--- config.mk ---
export PLATFORM = sky130hd
export DESIGN_NAME = d_branch_resolve
export DESIGN_NICKNAME = d
export VERILOG_FILES = /design/src/rtl/d_branch_resolve_pkg.sv /design/src/rtl/d_bht.sv /design/src/rtl/d_branch_resolve.sv
export SDC_FILE = /design/constraint.sdc
export NUM_CORES = 1
export LEC_CHECK = 0
export CAP_MARGIN = 15
export CORE_ASPECT_RATIO = 1.4
export CORE_UTILIZATION = 29
export CTS_CLUSTER_SIZE = 8
export DETAILED_ROUTE_END_ITERATION = 16
export MAX_ROUTING_LAYER = met4
export PLACE_DENSITY = 0.9
export SLEW_MARGIN = 10
export SYNTH_ARGS = -nofsm -noshare
export SYNTH_HDL_FRONTEND = slang
export SYNTH_SLANG_ARGS = --single-unit
--- constraint.sdc ---
create_clock -name clk -period 4.9 [get_ports clk]
set_clock_uncertainty 0.2 [all_clocks]
set_input_delay 0.98 -clock clk [delete_from_list [all_inputs] [get_ports clk]]
set_output_delay 0.98 -clock clk [all_outputs]
set_load 0.1 [all_outputs]
--- src/rtl/d_branch_resolve_pkg.sv ---
// Shared constants for decode-stage branch resolution: condition-select
// codes, branch-history counter reset value and the saturating update helper.
// Pure constants/functions: no latency, no flow control.
package d_branch_resolve_pkg;

  // cmp_op condition-select codes; 3'd7 is reserved and behaves as CMP_NONE
  localparam logic [2:0] CMP_NONE = 3'd0;
  localparam logic [2:0] CMP_BEQ  = 3'd1;
  localparam logic [2:0] CMP_BNE  = 3'd2;
  localparam logic [2:0] CMP_BLEZ = 3'd3;
  localparam logic [2:0] CMP_BGEZ = 3'd4;
  localparam logic [2:0] CMP_BGTZ = 3'd5;
  localparam logic [2:0] CMP_BLTZ = 3'd6;

  // Every history counter starts weakly not-taken
  localparam logic [1:0] BHT_RST = 2'b01;

  // 2-bit saturating counter step: up on taken, down on not-taken
  function automatic logic [1:0] bht_next(input logic [1:0] ctr, input logic taken);
    logic [1:0] nxt;
    nxt = ctr;
    if (taken) begin
      if (ctr != 2'b11) nxt = ctr + 2'b01;
    end else begin
      if (ctr != 2'b00) nxt = ctr - 2'b01;
    end
    return nxt;
  endfunction

endpackage

--- src/rtl/d_bht.sv ---
// Branch history table: array of 2-bit saturating counters, async read of the
// counter MSB, one synchronous saturating update per clock. Read has zero
// latency and no bypass (a write is seen from the next cycle); never stalls.
// Ports: clk, reset (async, active-high -> all counters BHT_RST),
//        rd_idx/rd_taken (lookup), upd_en/upd_idx/upd_taken (training).
module d_bht
  import d_branch_resolve_pkg::*;
#(
  parameter int BHT_DEPTH = 64,
  parameter int IDX_W     = 6
) (
  input  logic             clk,
  input  logic             reset,
  input  logic [IDX_W-1:0] rd_idx,
  output logic             rd_taken,
  input  logic             upd_en,
  input  logic [IDX_W-1:0] upd_idx,
  input  logic             upd_taken
);

  logic [1:0] ctr [BHT_DEPTH];

  always_ff @(posedge clk or posedge reset) begin
    if (reset) begin
      for (int i = 0; i < BHT_DEPTH; i++) ctr[i] <= BHT_RST;
    end else if (upd_en) begin
      ctr[upd_idx] <= bht_next(ctr[upd_idx], upd_taken);
    end
  end

  // Prediction is the counter MSB (2,3 = taken)
  assign rd_taken = ctr[rd_idx][1];

endmodule

--- src/rtl/d_branch_resolve.sv ---
// Decode-stage branch resolution: evaluates the branch condition on forwarded
// rs/rt, flags mispredictions, counts them (saturating) and, when the
// BHT_PREDICT_EN macro is defined, trains a PC-indexed 2-bit counter table
// feeding a fetch prediction (otherwise prediction is static not-taken).
// Latency: jump/mispredict/f_pred_taken combinational; state updates on clk.
// Backpressure: d_stall freezes all state; outputs stay combinationally valid.
// Ports: clk, reset (async, active-high); f_pc -> f_pred_taken (fetch lookup);
//        d_valid, d_stall, d_pc, d_pred_taken, rs, rt, cmp_op (decode inputs);
//        jump, mispredict, miss_count (resolution results).
module d_branch_resolve
  import d_branch_resolve_pkg::*;
#(
  parameter int WIDTH     = 32,
  parameter int PC_W      = 32,
  parameter int BHT_DEPTH = 64,
  parameter int CNT_W     = 16
) (
  input  logic             clk,
  input  logic             reset,
  input  logic [PC_W-1:0]  f_pc,
  output logic             f_pred_taken,
  input  logic             d_valid,
  input  logic             d_stall,
  input  logic [PC_W-1:0]  d_pc,
  input  logic             d_pred_taken,
  input  logic [WIDTH-1:0] rs,
  input  logic [WIDTH-1:0] rt,
  input  logic [2:0]       cmp_op,
  output logic             jump,
  output logic             mispredict,
  output logic [CNT_W-1:0] miss_count
);

  localparam int IDX_W = $clog2(BHT_DEPTH);

  logic eqz, ltz, gtz;
  logic cond;
  logic br_op;
  logic is_br;
  logic upd_en;

  // Condition evaluation; compares against zero look at rs only
  always_comb begin
    eqz   = (rs == '0);
    ltz   = rs[WIDTH-1];
    gtz   = !eqz && !ltz;
    cond  = 1'b0;
    br_op = 1'b1;
    case (cmp_op)
      CMP_BEQ:  cond = (rs == rt);
      CMP_BNE:  cond = (rs != rt);
      CMP_BLEZ: cond = ltz || eqz;
      CMP_BGEZ: cond = !ltz;
      CMP_BGTZ: cond = gtz;
      CMP_BLTZ: cond = ltz;
      default:  br_op = 1'b0;  // CMP_NONE and the reserved code
    endcase
  end

  assign is_br      = d_valid && br_op;
  assign jump       = d_valid && cond;
  assign mispredict = is_br && (jump != d_pred_taken);
  assign upd_en     = is_br && !d_stall;

  // Mispredict counter holds at all-ones instead of wrapping
  always_ff @(posedge clk or posedge reset) begin
    if (reset) begin
      miss_count <= '0;
    end else if (mispredict && !d_stall && (miss_count != '1)) begin
      miss_count <= miss_count + CNT_W'(1);
    end
  end

`ifdef BHT_PREDICT_EN
  // Word-aligned PCs: drop the two byte-offset bits; aliasing PCs share a counter
  d_bht #(
    .BHT_DEPTH (BHT_DEPTH),
    .IDX_W     (IDX_W)
  ) u_bht (
    .clk       (clk),
    .reset     (reset),
    .rd_idx    (f_pc[IDX_W+1:2]),
    .rd_taken  (f_pred_taken),
    .upd_en    (upd_en),
    .upd_idx   (d_pc[IDX_W+1:2]),
    .upd_taken (jump)
  );
`else
  // Static not-taken: no table, PCs and the update strobe are not needed
  assign f_pred_taken = 1'b0;
  logic unused_no_bht;
  assign unused_no_bht = ^{upd_en, IDX_W[0]};
`endif

  // Only the index bits of the PCs feed the table
  logic unused_pc_bits;
  assign unused_pc_bits = ^{f_pc, d_pc};

endmodule
-- Word level (Yosys, flattened, before mapping)
Cells that the tools add are included.
- bits in latches: 0
- bits in registers: 16
- logic and storage cells: 26
- bits in writable memories: 0
- output and inout bits: 19
- memories: 0
- bits in read-only memories: 0
- bits of input ports: 136
- equal/unequal tests: 10
- mux-type cells: 2
- shifts and indexed selects: 0
- $mul: 0
- $add $sub $neg: 1
- bitwise gates (word level): 0
- reduce and logical (&&, ||, !) cells: 12
- magnitude comparators: 0
- divide/modulo/power cells: 0
- operators by type and width (cell ; number):
    $eq A32 B32 Y1 ; 1
    $logic_not A32 Y1 ; 1
    $ne A32 B32 Y1 ; 1
    $add A16 B1 Y16 const B ; 1
    $ne A16 B16 Y1 const B ; 1
    $eq A3 B3 Y1 const B ; 3
    $eq A3 B2 Y1 const B ; 2
    $logic_and A1 B1 Y1 ; 6
    $pmux W1 S6 ; 1
    $reduce_or A6 Y1 ; 1
    $eq A3 B1 Y1 const B ; 1
    $logic_not A1 Y1 ; 3
    $logic_or A1 B1 Y1 ; 1
    $mux W1 ; 1
    $ne A1 B1 Y1 ; 1

-- Logic depth before layout (Yosys ltp)
- depth after elaboration: 9
- mapped depth: 10
- mapped depth without buffers: 8

-- Worst setup path before layout
No wires, ideal clock.
- path type: input port to output port
- from: input rs[24]
- to: output jump
- buffers on the path: 0
- arrival: 4.609 ns
- path slack: -0.889 ns
- data required time: 3.720 ns
- stages on the path: 5
- cell sequence: nor4_1 -> nand4_1 -> o2111ai_1 -> nand3_1 -> nor4_1
- cells in the longest elaborated chain, start to end: 5
- elaborated cells on any way between the ends: 8
- classes of those cells: eq/ne: 2; mux: 1; reduce/logical: 5
- RTL lines (element ; line ; text):
    start: declaration ; d_branch_resolve.sv:26 ; input logic [WIDTH-1:0] rs,
    $logic_not A32 Y1 ; d_branch_resolve.sv:44 ; eqz = (rs == '0);
    $logic_not A1 Y1 ; d_branch_resolve.sv:46 ; gtz = !eqz && !ltz;
    $logic_and A1 B1 Y1 ; d_branch_resolve.sv:46 ;
    $pmux W1 S6 * ; d_branch_resolve.sv:49 ; case (cmp_op)
    $logic_and A1 B1 Y1 * ; d_branch_resolve.sv:61 ; assign jump = d_valid && cond;
    end: declaration ; d_branch_resolve.sv:29 ; output logic jump,
Mark *: on every way between the ends. The rest lies on a longest branch, timed or not.

-- Worst setup path in the final report
- from: input rs[23]
- to: output mispredict
- cells in the longest elaborated chain, start to end: 7
- elaborated cells on any way between the ends: 10
- classes of those cells: eq/ne: 3; mux: 1; reduce/logical: 6
- RTL lines (element ; line ; text):
    $logic_not A32 Y1 ; d_branch_resolve.sv:44 ;
    $logic_not A1 Y1 ; d_branch_resolve.sv:46 ;
    $logic_and A1 B1 Y1 ; d_branch_resolve.sv:46 ;
    $pmux W1 S6 * ; d_branch_resolve.sv:49 ;
    $logic_and A1 B1 Y1 * ; d_branch_resolve.sv:61 ;
    $ne A1 B1 Y1 * ; d_branch_resolve.sv:62 ; assign mispredict = is_br && (jump != d_pred_taken);
    $logic_and A1 B1 Y1 * ; d_branch_resolve.sv:62 ;
    end: declaration ; d_branch_resolve.sv:30 ; output logic mispredict,
Marked as above.

==> metrics.md <==
| Metric | Value |
|---|---|
| Core Region | `between 4000 and 5000 µm²` |
| Switching pwr | `0.000249 W` |
| Hold Path Class | `flop to flop` |
| Share of layout cells above drive strength 1 | `5.88%` |
| Number of synthesized register bits | `16` |
| Sequential Power Share | `approximately 29%` |
| Synthesized net count | `roughly 290` |
| Vias in the first global route | `1516` |
| Status | `complete, no violations` |
| GP Congestion | `0.900` |
| DRT iter0 DRCs | `between 80 and 90` |
| Largest registers | `miss_count: 16 flops` |
| Worst setup EP type | `primary output` |
| Drt drc | `0` |
| Final Non-Filler Cells | `approximately 300` |
| Sequential share of the synthesized area | `~30%` |
| GRT Overall Usage | `~18%` |
| RSZ-0062 raised after global routing | `false` |
| Mean post-synth cell area | `a little over 9 µm²` |
| Synth Cell Area | `roughly 1300 µm²` |
| Wire per inst | `about 14 µm` |
| Leak Pwr | `0.936 nW` |
| Final worst setup slack | `about 0.26 ns` |
| RR Endpoint | `miss_count[1]` |
| GRT overflow | `0` |
| Initial antenna violation count | `0` |
| Dpl hpwl | `roughly 3.6 mm` |
| Worst-Skew Late Latency | `approximately 0.25 ns` |
| Worst setup path endpoint | `mispredict` |
| # setup viols final | `0` |
| Setup TNS Final | `0 ns` |
| Final Cell Area | `between 2000 and 2500 µm²` |
| Placed cell count | `between 200 and 300` |
| Filler cells | `399` |
| P&R area growth vs syn | `76.7%` |
| Yosys cell types | `33` |
| # rows | `28` |
| Routed WL | `roughly 4.2 mm` |
| Final nets | `376` |
| Initial core utilization | `between 30% and 40%` |
| Dpl cell area | `between 2000 and 2500 µm²` |
| Reg with most FFs | `miss_count` |
| Maxcap violations | `0` |
| Clock slew at reported path FFs | `about 0.060 ns` |
| Antenna Cells | `0` |
| Clk sinks | `16` |
| WS Path Type | `primary input to primary output` |
| CP required | `approximately 3.7 ns` |
| Setup Slack @ Placement | `approximately 0.24 ns` |
| Clock Path Buffers | `2` |
| CTS buffer count | `3` |
| Final min period | `about 4.6 ns` |
| Vert. Die Dim | `82.4 µm` |
| Clock power share | `between 20% and 30%` |
| Post-route ant nets | `0` |
| Sw frac | `roughly 43%` |
| Hold path cells | `1` |
| R2R Setup Slk | `about 2.2 ns` |
| Drt pass-1 iters | `4` |
| Total chip power | `0.000580 W` |
| Final hold vios | `0` |
| Die Span X | `roughly 59 µm` |
| Setup repair bufs after CTS | `0` |
| Crit path DAT | `3.46 ns` |
| Largest register FFs | `16` |
| Post-cts sizing count | `0` |
| Worst-margin pin slew | `a little under 1 ns` |
| VDD IR-drop max | `around 0.00011 V` |
| Crit path from | `rs[23]` |
| Max-slew violations | `0` |
| P_int | `~0.00033 W` |
| PD cells | `roughly 250 nW/µm²` |
| Worst Reg2Reg Path Length in Cells | `8` |
| Startpoint types | `primary input` |
| CTS root buf | `clkbuf_8` |
| Synth Instances | `~150` |
| Via count | `about 1500` |
| Ys Warns | `0` |
| Worst-path maximum fanout | `3` |
| CTS tree | `done` |
| Reg-to-Reg Start | `miss_count[8]` |
| Tcrit/Tclk final | `a little over nine tenths` |
| Comb power frac | `roughly 50%` |
| Port bufs | `89` |
| Post-CTS Hold Buffers | `0` |
| # IOs | `about 160` |
| Global-route wire length before repair | `6.62 mm` |
| H-tree levels | `1` |
| Vias per cell | `around 5` |
| Relative slew slack | `between 30% and 40%` |
| Largest net degree at the start of global routing | `17` |
| Die ar. | `a little under 5000 µm²` |
| Peak Freq | `around 220 MHz` |
[worst min path at each step]
stage                        start             end
CTS                  miss_count[9]   miss_count[9]
floorplan                    reset   miss_count[0]
detailed placement  miss_count[11]  miss_count[11]
global placement    miss_count[11]  miss_count[11]
global route         miss_count[9]   miss_count[9]
finish               miss_count[9]   miss_count[9]
[placed cells by master, fill, tap and decap left out, drive strengths merged]
cell type / instances
clkdlybuf4s50: 87
xor2: 33
nor4: 17
dfrtp: 16
xnor2: 13
nand3: 12
nand4: 9
and3: 8
nand2: 6
inv: 4
clkbuf: 4
nor3: 3
nor2: 3
buf: 3
o211ai: 2
and2: 2
mux2: 2
or3: 2
nand3b: 1
o2111ai: 1
or2: 1
o21a: 1
o31ai: 1
or4: 1
a21oi: 1
nor2b: 1
nor3b: 1
and4: 1
ha: 1
conb: 1
[cell usage after synthesis]
master	n	area [µm²]
xor2_1	33	289
nor4_1	17	106
dfrtp_1	16	400
xnor2_1	13	114
nand3_1	12	60.1
nand4_1	9	56.3
and3_1	8	50.1
nand2_1	5	18.8
inv_1	4	15.0
nor2_1	3	11.3
nor3_1	3	15.0
and2_1	2	12.5
mux2_1	2	22.5
o211ai_1	2	15.0
a21oi_4	1	16.3
and4_2	1	10.0
buf_2	1	5.00
buf_4	1	7.51
buf_6	1	11.3
clkbuf_1	1	3.75
conb_1	1	3.75
ha_1	1	12.5
nand2_2	1	6.26
nand3b_1	1	7.51
nor2b_1	1	6.26
nor3b_1	1	7.51
o2111ai_1	1	8.76
o21a_1	1	7.51
o31ai_1	1	7.51
or2_2	1	6.26
or3_1	1	6.26
or3_2	1	7.51
or4_4	1	11.3
[power groups by stage]
stage | clock (W) | sequential (W) | combinational (W)
6_report | 0.000117 | 0.000167 | 0.000296
5_1_grt | 0.000124 | 0.000168 | 0.000311
4_1_cts | 0.000118 | 0.000166 | 0.000298
3_5_place_dp | 0 | 0.000169 | 0.000297
3_3_place_gp | 0 | 0.000168 | 0.000290
2_1_floorplan | 0 | 0.000276 | 0.0000672
[worst max-delay path, stage by stage]
cell and delay (ns):
clkdlybuf4s50_1 0.44, nor4_1 0.44, nand4_1 0.23, o2111ai_1 0.25, nand3_1 0.17, or4_4 0.56, a21oi_4 0.20, buf_12 0.19
[metal layers]
layer	vias to the layer above	GRT usage, %	share of wire, %
met5	-	-	0
met4	0	5.00	1.2
met3	9	1.40	5.5
met2	84	36.0	58
met1	694	19.2	35
li1	717	-	-
[layout make-up]
type,count,area [µm²],area share (%)
clock buffer,4,55.1,2.33
inverter,4,15.0,0.635
multi-input combinational,124,902,38.1
timing repair buffer,90,918,38.8
sequential,16,400,16.9
tap,60,75.1,3.17
[kinds of logic (layout without fill, tap and decap cells)]
logic type	after synthesis	after routing	synth area share [%]
AOI/OAI and AO/OA	6	6	4.11
buffers and inverters	8	98	3.18
xor gates and xnor gates	46	46	30.1
muxes	2	2	1.68
and+or+nand+nor	68	68	29.8
adders and majority gates	1	1	0.934
DFF	16	16	29.9
other	1	1	0.280
[per-stage QoR]
| step | utilization [%] | hold slack (ns) |
|---|---|---|
| 2_1_floorplan | - | 0.694 |
| 3_3_place_gp | 53.2 | 0.270 |
| 3_5_place_dp | 53.2 | 0.279 |
| 4_1_cts | 54.5 | 0.289 |
| 5_1_grt | 54.5 | 0.296 |
| 6_report | 54.5 | 0.285 |
Power figures use the tool's default switching activity.
